File: src/rtl/sram_axi_slave_if.sv
// rtl/sram_axi_slave_if.sv - AXI4 bus bundle between the interconnect and the SRAM bank slave
interface sram_axi_slave_if #(
    parameter int ID_W   = 8,
    parameter int DATA_W = 32
);
    logic [ID_W-1:0]   arid;
    logic [31:0]       araddr;
    logic [3:0]        arlen;
    logic [2:0]        arsize;
    logic [1:0]        arburst;
    logic              arvalid;
    logic              arready;
    logic [ID_W-1:0]   rid;
    logic [DATA_W-1:0] rdata;
    logic [1:0]        rresp;
    logic              rlast;
    logic              rvalid;
    logic              rready;
    logic [ID_W-1:0]   awid;
    logic [31:0]       awaddr;
    logic [3:0]        awlen;
    logic [2:0]        awsize;
    logic [1:0]        awburst;
    logic              awvalid;
    logic              awready;
    logic [DATA_W-1:0] wdata;
    logic [3:0]        wstrb;
    logic              wlast;
    logic              wvalid;
    logic              wready;
    logic [ID_W-1:0]   bid;
    logic [1:0]        bresp;
    logic              bvalid;
    logic              bready;

    modport slave (
        input  arid, araddr, arlen, arsize, arburst, arvalid, rready,
        input  awid, awaddr, awlen, awsize, awburst, awvalid,
        input  wdata, wstrb, wlast, wvalid, bready,
        output arready, rid, rdata, rresp, rlast, rvalid,
        output awready, wready, bid, bresp, bvalid
    );

    modport master (
        output arid, araddr, arlen, arsize, arburst, arvalid, rready,
        output awid, awaddr, awlen, awsize, awburst, awvalid,
        output wdata, wstrb, wlast, wvalid, bready,
        input  arready, rid, rdata, rresp, rlast, rvalid,
        input  awready, wready, bid, bresp, bvalid
    );
endinterface

File: src/rtl/sram_axi_slave.sv
// rtl/sram_axi_slave.sv - AXI4 slave front-end for one synchronous SRAM bank, one transaction at a time
// Optional round-robin AR/AW arbitration when SRAM_AXI_RR_ARB_EN is defined (default: fixed read priority).
module sram_axi_slave #(
    parameter int ID_W   = 8,
    parameter int ADDR_W = 14,
    parameter int DATA_W = 32
) (
    input  logic              clk,
    input  logic              rst,
    sram_axi_slave_if.slave   axi,
    output logic              sram_cs_o,
    output logic              sram_oe_o,
    output logic [3:0]        sram_web_o,
    output logic [ADDR_W-1:0] sram_a_o,
    output logic [DATA_W-1:0] sram_di_o,
    input  logic [DATA_W-1:0] sram_do_i
);
    localparam logic [2:0] IDLE    = 3'd0;
    localparam logic [2:0] RD_REQ  = 3'd1;
    localparam logic [2:0] RD_DATA = 3'd2;
    localparam logic [2:0] WR_DATA = 3'd3;
    localparam logic [2:0] WR_RESP = 3'd4;

    logic [2:0]        state_q, state_d;
    logic [ID_W-1:0]   id_q, id_d;
    logic [3:0]        len_q, len_d;
    logic [3:0]        cnt_q, cnt_d;
    logic [ADDR_W-1:0] addr_q, addr_d;
    logic              err_q, err_d;
    logic              ar_grant, aw_grant, ar_hs, aw_hs, w_hs, last_beat, in_idle;
    logic              rd_phase, wr_phase;

`ifdef SRAM_AXI_RR_ARB_EN
    logic last_grant_q, last_grant_d;
    // Contention goes to the channel not served last; a lone VALID is always granted.
    assign ar_grant = ~(axi.awvalid & ~last_grant_q);
    assign aw_grant = ~(axi.arvalid & last_grant_q);
`else
    assign ar_grant = 1'b1;
    assign aw_grant = ~axi.arvalid;
`endif

    // READY is forced low while rst is held so every handshake output reads 0 in reset.
    assign in_idle     = (state_q == IDLE) & ~rst;
    assign axi.arready = in_idle & ar_grant;
    assign axi.awready = in_idle & aw_grant;
    assign axi.wready  = (state_q == WR_DATA);
    assign ar_hs       = axi.arready & axi.arvalid;
    assign aw_hs       = axi.awready & axi.awvalid;
    assign w_hs        = axi.wready & axi.wvalid;
    assign last_beat   = (cnt_q == len_q);
    assign rd_phase    = (state_q == RD_REQ) | (state_q == RD_DATA);
    assign wr_phase    = (state_q == WR_DATA);

    assign axi.rvalid = (state_q == RD_DATA);
    assign axi.rdata  = axi.rvalid ? sram_do_i : '0;
    assign axi.rid    = axi.rvalid ? id_q : '0;
    assign axi.rresp  = 2'b00;
    assign axi.rlast  = axi.rvalid & last_beat;
    assign axi.bvalid = (state_q == WR_RESP);
    assign axi.bid    = axi.bvalid ? id_q : '0;
    assign axi.bresp  = (axi.bvalid & err_q) ? 2'b10 : 2'b00;

    assign sram_cs_o  = rd_phase | (wr_phase & axi.wvalid);
    assign sram_oe_o  = rd_phase;
    assign sram_web_o = w_hs ? ~axi.wstrb : 4'hF;
    assign sram_a_o   = (rd_phase | wr_phase) ? addr_q : '0;
    assign sram_di_o  = wr_phase ? axi.wdata : '0;

    always_comb begin
        state_d = state_q;
        id_d    = id_q;
        len_d   = len_q;
        cnt_d   = cnt_q;
        addr_d  = addr_q;
        err_d   = err_q;
`ifdef SRAM_AXI_RR_ARB_EN
        last_grant_d = last_grant_q;
`endif
        case (state_q)
            IDLE: begin
                if (ar_hs) begin
                    id_d    = axi.arid;
                    len_d   = axi.arlen;
                    addr_d  = axi.araddr[ADDR_W+1:2];
                    cnt_d   = 4'd0;
                    state_d = RD_REQ;
`ifdef SRAM_AXI_RR_ARB_EN
                    last_grant_d = 1'b0;
`endif
                end else if (aw_hs) begin
                    id_d    = axi.awid;
                    len_d   = axi.awlen;
                    addr_d  = axi.awaddr[ADDR_W+1:2];
                    cnt_d   = 4'd0;
                    err_d   = 1'b0;
                    state_d = WR_DATA;
`ifdef SRAM_AXI_RR_ARB_EN
                    last_grant_d = 1'b1;
`endif
                end
            end
            RD_REQ: state_d = RD_DATA;
            RD_DATA: begin
                if (axi.rready) begin
                    if (last_beat) begin
                        state_d = IDLE;
                    end else begin
                        cnt_d   = cnt_q + 4'd1;
                        addr_d  = addr_q + ADDR_W'(1);
                        state_d = RD_REQ;
                    end
                end
            end
            WR_DATA: begin
                if (w_hs) begin
                    // Burst length follows the beat counter; a misplaced WLAST only flags SLVERR.
                    if (axi.wlast != last_beat) err_d = 1'b1;
                    if (last_beat) begin
                        state_d = WR_RESP;
                    end else begin
                        cnt_d  = cnt_q + 4'd1;
                        addr_d = addr_q + ADDR_W'(1);
                    end
                end
            end
            WR_RESP: if (axi.bready) state_d = IDLE;
            default: state_d = IDLE;
        endcase
    end

    always_ff @(posedge clk or posedge rst) begin
        if (rst) begin
            state_q <= IDLE;
            id_q    <= '0;
            len_q   <= '0;
            cnt_q   <= '0;
            addr_q  <= '0;
            err_q   <= 1'b0;
`ifdef SRAM_AXI_RR_ARB_EN
            last_grant_q <= 1'b0;
`endif
        end else begin
            state_q <= state_d;
            id_q    <= id_d;
            len_q   <= len_d;
            cnt_q   <= cnt_d;
            addr_q  <= addr_d;
            err_q   <= err_d;
`ifdef SRAM_AXI_RR_ARB_EN
            last_grant_q <= last_grant_d;
`endif
        end
    end

    // Region decode bits, byte offset, size and burst type are intentionally ignored.
    logic unused_bits;
    assign unused_bits = ^{axi.araddr[31:ADDR_W+2], axi.araddr[1:0], axi.arsize, axi.arburst,
                           axi.awaddr[31:ADDR_W+2], axi.awaddr[1:0], axi.awsize, axi.awburst};
endmodule

File: src/flat_wrapper.sv
// flat-port wrapper written by rule: the top's interface ports become plain ports
module sram_axi_slave_flat 
#(
    parameter int ID_W   = 8,
    parameter int ADDR_W = 14,
    parameter int DATA_W = 32
)
  (clk, rst, sram_cs_o, sram_oe_o, sram_web_o, sram_a_o, sram_di_o, sram_do_i, axi_arid, axi_araddr, axi_arlen, axi_arsize, axi_arburst, axi_arvalid, axi_rready, axi_awid, axi_awaddr, axi_awlen, axi_awsize, axi_awburst, axi_awvalid, axi_wdata, axi_wstrb, axi_wlast, axi_wvalid, axi_bready, axi_arready, axi_rid, axi_rdata, axi_rresp, axi_rlast, axi_rvalid, axi_awready, axi_wready, axi_bid, axi_bresp, axi_bvalid);
  sram_axi_slave_if #(.ID_W(ID_W), .DATA_W(DATA_W)) axi_i ();
  input  logic clk;
  input  logic rst;
  output logic sram_cs_o;
  output logic sram_oe_o;
  output logic [3:0] sram_web_o;
  output logic [ADDR_W-1:0] sram_a_o;
  output logic [DATA_W-1:0] sram_di_o;
  input  logic [DATA_W-1:0] sram_do_i;
  input wire logic [$bits(axi_i.arid)-1:0] axi_arid;
  input wire logic [$bits(axi_i.araddr)-1:0] axi_araddr;
  input wire logic [$bits(axi_i.arlen)-1:0] axi_arlen;
  input wire logic [$bits(axi_i.arsize)-1:0] axi_arsize;
  input wire logic [$bits(axi_i.arburst)-1:0] axi_arburst;
  input wire logic [$bits(axi_i.arvalid)-1:0] axi_arvalid;
  input wire logic [$bits(axi_i.rready)-1:0] axi_rready;
  input wire logic [$bits(axi_i.awid)-1:0] axi_awid;
  input wire logic [$bits(axi_i.awaddr)-1:0] axi_awaddr;
  input wire logic [$bits(axi_i.awlen)-1:0] axi_awlen;
  input wire logic [$bits(axi_i.awsize)-1:0] axi_awsize;
  input wire logic [$bits(axi_i.awburst)-1:0] axi_awburst;
  input wire logic [$bits(axi_i.awvalid)-1:0] axi_awvalid;
  input wire logic [$bits(axi_i.wdata)-1:0] axi_wdata;
  input wire logic [$bits(axi_i.wstrb)-1:0] axi_wstrb;
  input wire logic [$bits(axi_i.wlast)-1:0] axi_wlast;
  input wire logic [$bits(axi_i.wvalid)-1:0] axi_wvalid;
  input wire logic [$bits(axi_i.bready)-1:0] axi_bready;
  output wire logic [$bits(axi_i.arready)-1:0] axi_arready;
  output wire logic [$bits(axi_i.rid)-1:0] axi_rid;
  output wire logic [$bits(axi_i.rdata)-1:0] axi_rdata;
  output wire logic [$bits(axi_i.rresp)-1:0] axi_rresp;
  output wire logic [$bits(axi_i.rlast)-1:0] axi_rlast;
  output wire logic [$bits(axi_i.rvalid)-1:0] axi_rvalid;
  output wire logic [$bits(axi_i.awready)-1:0] axi_awready;
  output wire logic [$bits(axi_i.wready)-1:0] axi_wready;
  output wire logic [$bits(axi_i.bid)-1:0] axi_bid;
  output wire logic [$bits(axi_i.bresp)-1:0] axi_bresp;
  output wire logic [$bits(axi_i.bvalid)-1:0] axi_bvalid;
  assign axi_i.arid = axi_arid;
  assign axi_i.araddr = axi_araddr;
  assign axi_i.arlen = axi_arlen;
  assign axi_i.arsize = axi_arsize;
  assign axi_i.arburst = axi_arburst;
  assign axi_i.arvalid = axi_arvalid;
  assign axi_i.rready = axi_rready;
  assign axi_i.awid = axi_awid;
  assign axi_i.awaddr = axi_awaddr;
  assign axi_i.awlen = axi_awlen;
  assign axi_i.awsize = axi_awsize;
  assign axi_i.awburst = axi_awburst;
  assign axi_i.awvalid = axi_awvalid;
  assign axi_i.wdata = axi_wdata;
  assign axi_i.wstrb = axi_wstrb;
  assign axi_i.wlast = axi_wlast;
  assign axi_i.wvalid = axi_wvalid;
  assign axi_i.bready = axi_bready;
  assign axi_arready = axi_i.arready;
  assign axi_rid = axi_i.rid;
  assign axi_rdata = axi_i.rdata;
  assign axi_rresp = axi_i.rresp;
  assign axi_rlast = axi_i.rlast;
  assign axi_rvalid = axi_i.rvalid;
  assign axi_awready = axi_i.awready;
  assign axi_wready = axi_i.wready;
  assign axi_bid = axi_i.bid;
  assign axi_bresp = axi_i.bresp;
  assign axi_bvalid = axi_i.bvalid;
  sram_axi_slave #(.ID_W(ID_W), .ADDR_W(ADDR_W), .DATA_W(DATA_W)) u_core (.clk(clk), .rst(rst), .axi(axi_i), .sram_cs_o(sram_cs_o), .sram_oe_o(sram_oe_o), .sram_web_o(sram_web_o), .sram_a_o(sram_a_o), .sram_di_o(sram_di_o), .sram_do_i(sram_do_i));
endmodule
File: config.mk
export PLATFORM = sky130hd
export DESIGN_NAME = sram_axi_slave_flat
export DESIGN_NICKNAME = d
export VERILOG_FILES = /design/src/rtl/sram_axi_slave_if.sv /design/src/rtl/sram_axi_slave.sv /design/src/flat_wrapper.sv
export SDC_FILE = /design/constraint.sdc
export NUM_CORES = 1
export LEC_CHECK = 0
export BUFFER_PORTS_ARGS = -buffer_cell sky130_fd_sc_hd__clkbuf_2
export CAP_MARGIN = 25
export CORE_AREA = 3 3 110 112
export CTS_BUF_LIST = sky130_fd_sc_hd__clkbuf_8
export DETAILED_ROUTE_END_ITERATION = 12
export DIE_AREA = 0 0 113 115
export GPL_TIMING_DRIVEN = 0
export SYNTH_ARGS = -nofsm -noshare
export SYNTH_HDL_FRONTEND = slang
export SYNTH_SLANG_ARGS = --single-unit
File: constraint.sdc
create_clock -name clk -period 2.4 [get_ports clk]
set_input_delay 0.12 -clock clk [delete_from_list [all_inputs] [get_ports clk]]
set_output_delay 0.12 -clock clk [all_outputs]
set_load 0.05 [all_outputs]
Word level (Yosys, flattened, before mapping):

Cells that the tools add are included.

* bits in registers: 34
* output and inout bits: 110

* $add $sub $neg: 2
* equality and inequality tests: 14
* multiplexer cells: 36
* bitwise operators: 13
* reduce and logical (&&, ||, !) cells: 8

Operator list (number)
* 2-to-1 mux 14 bit: 6
* 2-to-1 mux 32 bit: 2
* case mux 14 bit (3 select lines): 1
* 2-to-1 mux 4 bit: 8
* 2-to-1 mux 8 bit: 4
* 2-to-1 mux 3 bit: 6
* case mux 3 bit (5 select lines): 1
* adder 14 x 1 -> 14 bit, second input constant: 1
* inequality test 2 bit, second input constant: 6
* case mux 4 bit (3 select lines): 1
* AND reduction 5 bit: 2
* bitwise AND 1 bit: 7
* equality test 3 x 2 -> 1 bit, second input constant: 2
* 2-to-1 mux 1 bit: 5
* adder 4 x 1 -> 4 bit, second input constant: 1
* equality test 4 bit: 1
* inverter 4 bit: 1
* AND reduction 4 bit: 1
* nonzero test 2 bit: 2
* equality test 3 x 1 -> 1 bit, second input constant: 1
* equality test 3 bit, second input constant: 1
* zero test 3 bit: 1
* inequality test 3 x 1 -> 1 bit, second input constant: 1
* OR 1 bit: 3
* other kinds (7): 8

Logic depth before layout (Yosys ltp):

Gate-level depths: netlist of the first run.

* word-level depth: 7
* mapped depth: 8
* mapped depth without buffers: 5

Worst setup path after synthesis of the first run:

OpenSTA, ideal clock, no wires.

* path type: flip-flop to flip-flop
* start: register u_core.state_q[0]
* end: register u_core.err_q
* arrival: 2.417 ns
* required time: 2.278 ns
* slack: -0.138 ns
* cell stages (with the launch flop): 6
* period minus slack after synthesis: 2.538 ns
* cell sequence: dfrtp_1 -> buf_4 -> nor4_4 -> nor2b_1 -> nand2_1 -> a32o_1

* word-level cells in the longest chain between the ends: 6

Ends and longest elaborated chain
* from (decl): RTL line sram_axi_slave.sv:24 `logic [2:0] state_q, state_d;`
* from (signal assigned): RTL line sram_axi_slave.sv:144 `state_q <= state_d;`
* zero test 3 bit: RTL line sram_axi_slave.sv:44 `assign in_idle = (state_q == IDLE) & ~rst;`
* bitwise AND 1 bit: RTL line sram_axi_slave.sv:44
* named net axi_arready: RTL line flat_wrapper.sv:36 `output wire logic [$bits(axi_i.arready)-1:0] axi_arready;`
* bitwise AND 1 bit: RTL line sram_axi_slave.sv:46 `assign axi.awready = in_idle & aw_grant;`
* named net axi_awready: RTL line flat_wrapper.sv:42 `output wire logic [$bits(axi_i.awready)-1:0] axi_awready;`
* bitwise AND 1 bit: RTL line sram_axi_slave.sv:49 `assign aw_hs = axi.awready & axi.awvalid;`
* inequality test 2 x 1 -> 1 bit (no source line)
* AND reduction 5 bit (no source line)
* to (signal assigned): RTL line sram_axi_slave.sv:149 `err_q <= err_d;`
* to (decl): RTL line sram_axi_slave.sv:29 `logic err_q, err_d;`

The timed path passes the listed nets, and every way through them passes these cells.
A chain may end at the register's enable or synchronous reset.

Worst setup path after layout of the first run:

* start: register u_core.state_q[1]
* end: output sram_di_o[15]

* word-level cells in the longest chain between the ends: 2

Ends and longest elaborated chain
* equality test 3 x 2 -> 1 bit: RTL line sram_axi_slave.sv:53 `assign wr_phase = (state_q == WR_DATA);`
* 2-to-1 mux 32 bit: RTL line sram_axi_slave.sv:68 `assign sram_di_o = wr_phase ? axi.wdata : '0;`
* to (decl): RTL line flat_wrapper.sv:16 `output logic [DATA_W-1:0] sram_di_o;`

Every way passes these cells.

==> summary.txt, run 1 <==
Final layout
  • # fillers: 1210
  • Most frequent cells in the layout: clkbuf_2, and2_1, nand2_1, and3_1
  • Final Core Density: 38.22%
  • Most common cell after layout, fill and taps aside: clkbuf_2
  • Final instance area: 0.004327 mm²
  • Area Growth Syn to Fin: 51.07%
  • Multi-input gate area: 0.001844 mm²
  • Register Area: 850.8 µm²
  • Fraction of layout cells with a size suffix above 1: 42.00%
  • Fin nets: 806

Routing
  • DRC: 0
  • Met3 wire len: 1589 µm
  • Final wirelength: 14100 µm
  • Routed len/inst: 18.19 µm
  • Met2 wire len: 6154 µm
  • Vias: 3896
  • DR top layer: met5
  • Via-per-instance ratio: 5.027
  • Routed Antenna Nets: 0
  • Metal-1 WL: 6062 µm
  • Violation count after the first detailed-route iteration: 297
  • DR pass1 iterations: 5

Run
  • MaxCap Viol Count: 0

Floorplanning
  • Die Wd: 113 µm
  • Core Rows: 39
  • Die ar.: 0.01300 mm²
  • Initial Utilization: 25.30%
  • Total core area: 0.01132 mm²
  • Boundary Pins: 284
  • Chip height: 115 µm

Clocking
  • Clock sink count: 34
  • CTS root buf: clkbuf_8
  • CTS tree: yes
  • Clock latency on the worst-skew pair: 0.29 ns
  • Clock Tree Buf Depth: 2
  • CTS H-tree lvls: 2
  • Number of setup buffers added after CTS: 0
  • Clk slew on worst S/H paths: 0.08 ns
  • CTS buffer count: 5
  • Cts hold-fix bufs: 0

Setup path
  • Critical-path top delay cell: dfrtp_1
  • Worst path top cell family by delay: buffers and inverters
  • Worst path required time: 2.28 ns
  • Crit Path Category: register to primary output
  • Reg2reg end: u_core.id_q[2]
  • Startpoint types: register
  • R2r setup slk: 0.14 ns
  • FF-to-FF Start: u_core.state_q[0]
  • CP arrival: 2.17 ns
  • CP max stage delay: 0.46 ns
  • Crit-path cells: nor2b_1 -> clkbuf_2 -> buf_2 -> clkbuf_2 -> and3_1 -> clkbuf_2
  • CP max FO: 10
  • Crit. End Element: primary output
  • Most used cell, CP: clkbuf_2
  • Critical path buffers and inverters: 4
  • R2R depth: 7

Synthesis
  • Ys Warns: 0
  • Top_reg_cell synth: dfrtp_1
  • Sequential area share after synthesis: 29.71%
  • Cell count after synthesis: 388
  • #FFs+latches synth: 34
  • Syn avg cell area: 7.381 µm²
  • Post-synth EDFFs: 0
  • FFs w/ async S/R, synth: 100.0%
  • Synthesized cell area: 0.002864 mm²
  • Synth cell types: 46

Timing
  • Final period util: 95.34%
  • Setup violators final: 0
  • Hold Slack: 0.02772 ns
  • Setup TNS: 0 ns
  • Period minus WS final: 2.288 ns
  • RSZ-0062 raised after global routing: false
  • Clock skew: 0.01039 ns
  • Max Slew Vio Count: 0
  • Worst-margin pin slew: 0.7884 ns
  • Max_slew headroom: 47.36%
  • FMAX: 0.4370 GHz
  • Hold violation total from the final report: 0

Global route
  • GRT overflow: 0
  • Initial antenna violation count: 3
  • Largest net degree at the start of global routing: 35
  • First-pass GRT wire length: 20490 µm
  • Vias in the first global route: 3641
  • GRT Overall Usage: 20.53%

Placement
  • # port buffers: 233
  • Final HPWL DP: 11770 µm
  • Cell Area, Placed: 0.004219 mm²
  • GP Congestion: 0.9128

Power and ir drop
  • Cell Pwr Density: 1501 mW/mm²
  • Leakage power: 2.431 nW
  • Total power: 6.495 mW
  • Max VDD drop: 608.0 µV

Min path
  • Hold Crit Class: input port to asynchronous set/reset pin

Status
  • Status: finished, final reports clean
worst max-delay path by stage:
stage | startpoint | end | slack (ns) | cells after the start
floorplan | u_core.state_q[0] | u_core.err_q | 0.09 | 5
global placement | u_core.state_q[0] | u_core.id_q[7] | 0.04 | 7
detailed placement | u_core.state_q[1] | sram_di_o[15] | -0.0009 | 6
finish | u_core.state_q[1] | sram_di_o[15] | 0.11 | 6
CTS | u_core.state_q[1] | sram_di_o[8] | 0.06 | 6
global route | u_core.state_q[0] | u_core.len_q[3] | 0.00005 | 7
where the power goes:
part | switching, mW | internal (mW) | total, mW | leakage [nW]
sequential | 0.296 | 0.846 | 1.14 | 0.395
combinational | 3.56 | 1.33 | 4.89 | 1.99
clock | 0.234 | 0.231 | 0.465 | 0.0472
total | 4.09 | 2.40 | 6.49 | 2.43
cells by family (layout without fill, tap and decap cells):
| kind of cell | after synthesis | count (layout) | synth area share, % |
|---|---|---|---|
| and+or+nand+nor | 228 | 228 | 42.42 |
| AOI/OAI and AO/OA | 74 | 74 | 17.17 |
| buffers and inverters | 39 | 280 | 6.422 |
| DFF | 34 | 34 | 29.71 |
| xor gates and xnor gates | 6 | 6 | 1.835 |
| muxes | 4 | 4 | 1.442 |
| adders and majority gates | 2 | 2 | 0.8736 |
| other | 1 | 4 | 0.1309 |
repair_timing:
item / in CTS / in global routing
hold endpoints to repair: 0 / 0
gates resized for setup: 4 / 4
endpoints found under the setup margin: 30 / 21
flip-flops by register name, summed over array words and instances (netlist names):
name            count
u_core.addr_q      14
u_core.cnt_q        4
u_core.err_q        1
u_core.id_q         8
u_core.len_q        4
u_core.state_q      3
layer usage:
metal,vias to the layer above,track usage (%)
met5,-,0
met4,2,5.609
met3,21,4.947
met2,264,31.99
met1,1777,28.50
li1,1832,-
Yosys cell counts, types with 3 or more instances:
cell / instances / area, µm²
and2_1: 56 / 350.3
nand2_1: 47 / 176.4
and3_1: 45 / 281.5
nor2_1: 35 / 131.4
dfrtp_1: 34 / 850.8
clkbuf_1: 25 / 93.84
a31oi_1: 17 / 106.4
a21oi_1: 15 / 75.07
nand3_1: 14 / 70.07
nor3_1: 12 / 60.06
buf_4: 7 / 52.55
o21ai_0: 7 / 35.03
o21ai_1: 6 / 30.03
xnor2_1: 6 / 52.55
o22a_1: 5 / 43.79
nand4_1: 4 / 25.02
and4_1: 3 / 26.28
buf_2: 3 / 15.01
inv_1: 3 / 11.26
mux2i_1: 3 / 30.03
nand2b_1: 3 / 18.77
nor2b_1: 3 / 18.77
cell type report:
class / instances / area share, %
repair buffers: 233 / 26.95
inverters: 3 / 0.2603
clock buffers: 6 / 1.909
well taps: 143 / 4.135
flip-flops and latches: 34 / 19.66
clock inverters: 2 / 0.2892
diodes: 1 / 0.05784
plain buffers: 36 / 4.106
multi-input cells: 317 / 42.63
per-stage QoR:
step | cells | worst slack (ns)
2_1_floorplan | 390 | 0.09368
3_3_place_gp | 766 | 0.03726
3_5_place_dp | 766 | -0.0008975
4_1_cts | 774 | 0.06471
5_1_grt | 774 | 0.00004974
6_report | 775 | 0.1119
(Power assumes the default switching activity.)
==> run 2: changes to the inputs <==
==> constraint.sdc (replaced) <==
create_clock -name clk -period 2.4 [get_ports clk]
set_input_delay 0.48 -clock clk [delete_from_list [all_inputs] [get_ports clk]]
set_output_delay 0.48 -clock clk [all_outputs]
set_load 0.05 [all_outputs]
==> run 2 against run 1 <==
Critical path depth down 1; sequential share of layout area down 0.80 points; highest routed layer unchanged; register-to-register slack better by 0.15 ns; via count down 1.2%; worst setup slack worse by 0.037 ns; cell area up 4.4%; largest cell class unchanged; core utilization up 1.7 points.
==> summary.txt, run 2 (synthesized netlist as in run 1, its figures left out) <==
Clocking
  • CTS tree: yes
  • Cts hold-fix bufs: 0
  • CTS root buf: clkbuf_8
  • Clock latency on the worst-skew pair: 0.29 ns
  • Clock Tree Buf Depth: 2
  • Clock sink count: 34
  • CTS buffer count: 5
  • CTS H-tree lvls: 2
  • Clk slew on worst S/H paths: 0.08 ns

Floorplanning
  • Core Rows: 39
  • Chip height: 115 µm
  • Initial Utilization: 25.30%
  • Die Wd: 113 µm
  • Total core area: 0.01132 mm²
  • Boundary Pins: 284
  • Die ar.: 0.01300 mm²

Global route
  • Largest net degree at the start of global routing: 24
  • GRT overflow: 0
  • Initial antenna violation count: 5
  • First-pass GRT wire length: 20450 µm
  • GRT Overall Usage: 20.40%
  • Vias in the first global route: 3662

Final layout
  • Most common cell after layout, fill and taps aside: clkbuf_2
  • Final Core Density: 39.90%
  • Max FFs per register: 14
  • Diodes inserted: 0
  • Top flop regs: u_core.addr_q x14, u_core.id_q x8
  • Fraction of layout cells with a size suffix above 1: 45.05%
  • Fin nets: 812
  • Area Growth Syn to Fin: 57.71%
  • Final instance area: 0.004517 mm²
  • Final Non-Filler Cells: 780
  • Most frequent cells in the layout: clkbuf_2, and2_1, nand2_1, and3_1, dfrtp_1
  • Most flops, register: u_core.addr_q

Timing
  • Max Slew Vio Count: 0
  • RSZ-0062 raised after global routing: false
  • Final period util: 96.86%
  • Max_slew headroom: 59.30%
  • Hold Slack: 0.3109 ns
  • FMAX: 0.4302 GHz
  • Setup violators final: 0
  • Clock skew: 0.009089 ns
  • Hold violation total from the final report: 0
  • Period minus WS final: 2.325 ns
  • Worst-margin pin slew: 0.6086 ns

Setup path
  • Crit-path cells: nand2b_1 -> nor2_4 -> clkbuf_2 -> and2_1 -> clkbuf_2
  • CP max FO: 10
  • CP max stage delay: 0.45 ns
  • Startpoint types: register
  • Critical-path top delay cell: dfrtp_2
  • Crit. End Element: primary output
  • CP arrival: 1.84 ns
  • Most used cell, CP: clkbuf_2
  • Worst path required time: 1.92 ns
  • Crit Path Category: register to primary output

Placement
  • GP Congestion: 0.9147
  • # port buffers: 233
  • Final HPWL DP: 11950 µm
  • Placed Cells: 767
  • Cell Area, Placed: 0.004254 mm²

Routing
  • Routed len/inst: 18.08 µm
  • DRC: 0
  • DR pass1 iterations: 5
  • Routed Antenna Nets: 0
  • Vias: 3850
  • Via-per-instance ratio: 4.936
  • Violation count after the first detailed-route iteration: 291
  • Final wirelength: 14100 µm

Power and ir drop
  • Max VDD drop: 572.7 µV
  • Cell Pwr Density: 1496 mW/mm²
  • Leakage power: 2.531 nW
  • Total power: 6.758 mW

Status
  • Status: finished, final reports clean

Run
  • MaxCap Viol Count: 0

Min path
  • Hold Crit Class: input port to asynchronous set/reset pin
==> run 2: final timing paths <==
path                       slack (ns)                end  cells after the start              start
min in group clk                 0.38  u_core.state_q[2]                      2         axi_bready
setup / recovery                 0.08       axi_rdata[0]                      5  u_core.state_q[2]
hold reg to reg                  0.52  u_core.addr_q[13]                      2  u_core.addr_q[13]
setup reg to reg                 0.29     u_core.id_q[1]                      8  u_core.state_q[1]
max in group asynchronous        1.57   u_core.addr_q[4]                      3                rst
hold / removal                   0.31  u_core.state_q[2]                      2                rst
==> run 2: final cells by class <==
type / instances / area, µm²
clock buffer: 5 / 68.82
fill: 1221 / 6804
timing repair buffer: 239 / 1291
sequential: 34 / 852.1
buffer: 36 / 207.7
tap: 143 / 178.9
multi-input combinational: 317 / 1862
inverter: 3 / 11.26
clock inverter: 3 / 45.04
==> run 2: what timing repair did <==
item	CTS	global route
endpoints found under the setup margin	98	105
pin swaps	1	1
buffers inserted	2	3
gates resized for setup	34	41
cloned	0	0
==> run 2: worst max-delay path, delay by kind of cell, from the launching register on <==
| family | cells | cell delay [ns] |
|---|---|---|
| buf+inv | 2 | 0.49 |
| flops | 1 | 0.45 |
| simple gates | 3 | 0.59 |
==> run 2: power by group <==
group	total, mW	internal [mW]	switching (mW)
clock network	0.544	0.309	0.235
logic	5.08	1.48	3.60
registers	1.13	0.846	0.289
total	6.76	2.63	4.12
==> run 2: per-stage QoR <==
| stage | setup TNS, ns | worst slack (ns) |
|---|---|---|
| 2_1_floorplan | 0 | 0.007086 |
| 3_3_place_gp | -5.308 | -0.3455 |
| 3_5_place_dp | -6.443 | -0.3953 |
| 4_1_cts | 0 | 0.0002556 |
| 5_1_grt | 0 | 0.0006768 |
| 6_report | 0 | 0.07542 |
==> run 2: routing by layer <==
metal  vias to the layer above  share of wire (%)  wire, µm  global-route usage, %
met5                         -               0.42        59                      0
met4                        10                1.1       162                  4.247
met3                        22                 11      1519                  7.053
met2                       189                 46      6520                  33.97
met1                      1783                 41      5839                  25.76
li1                       1846                  -         -                      -
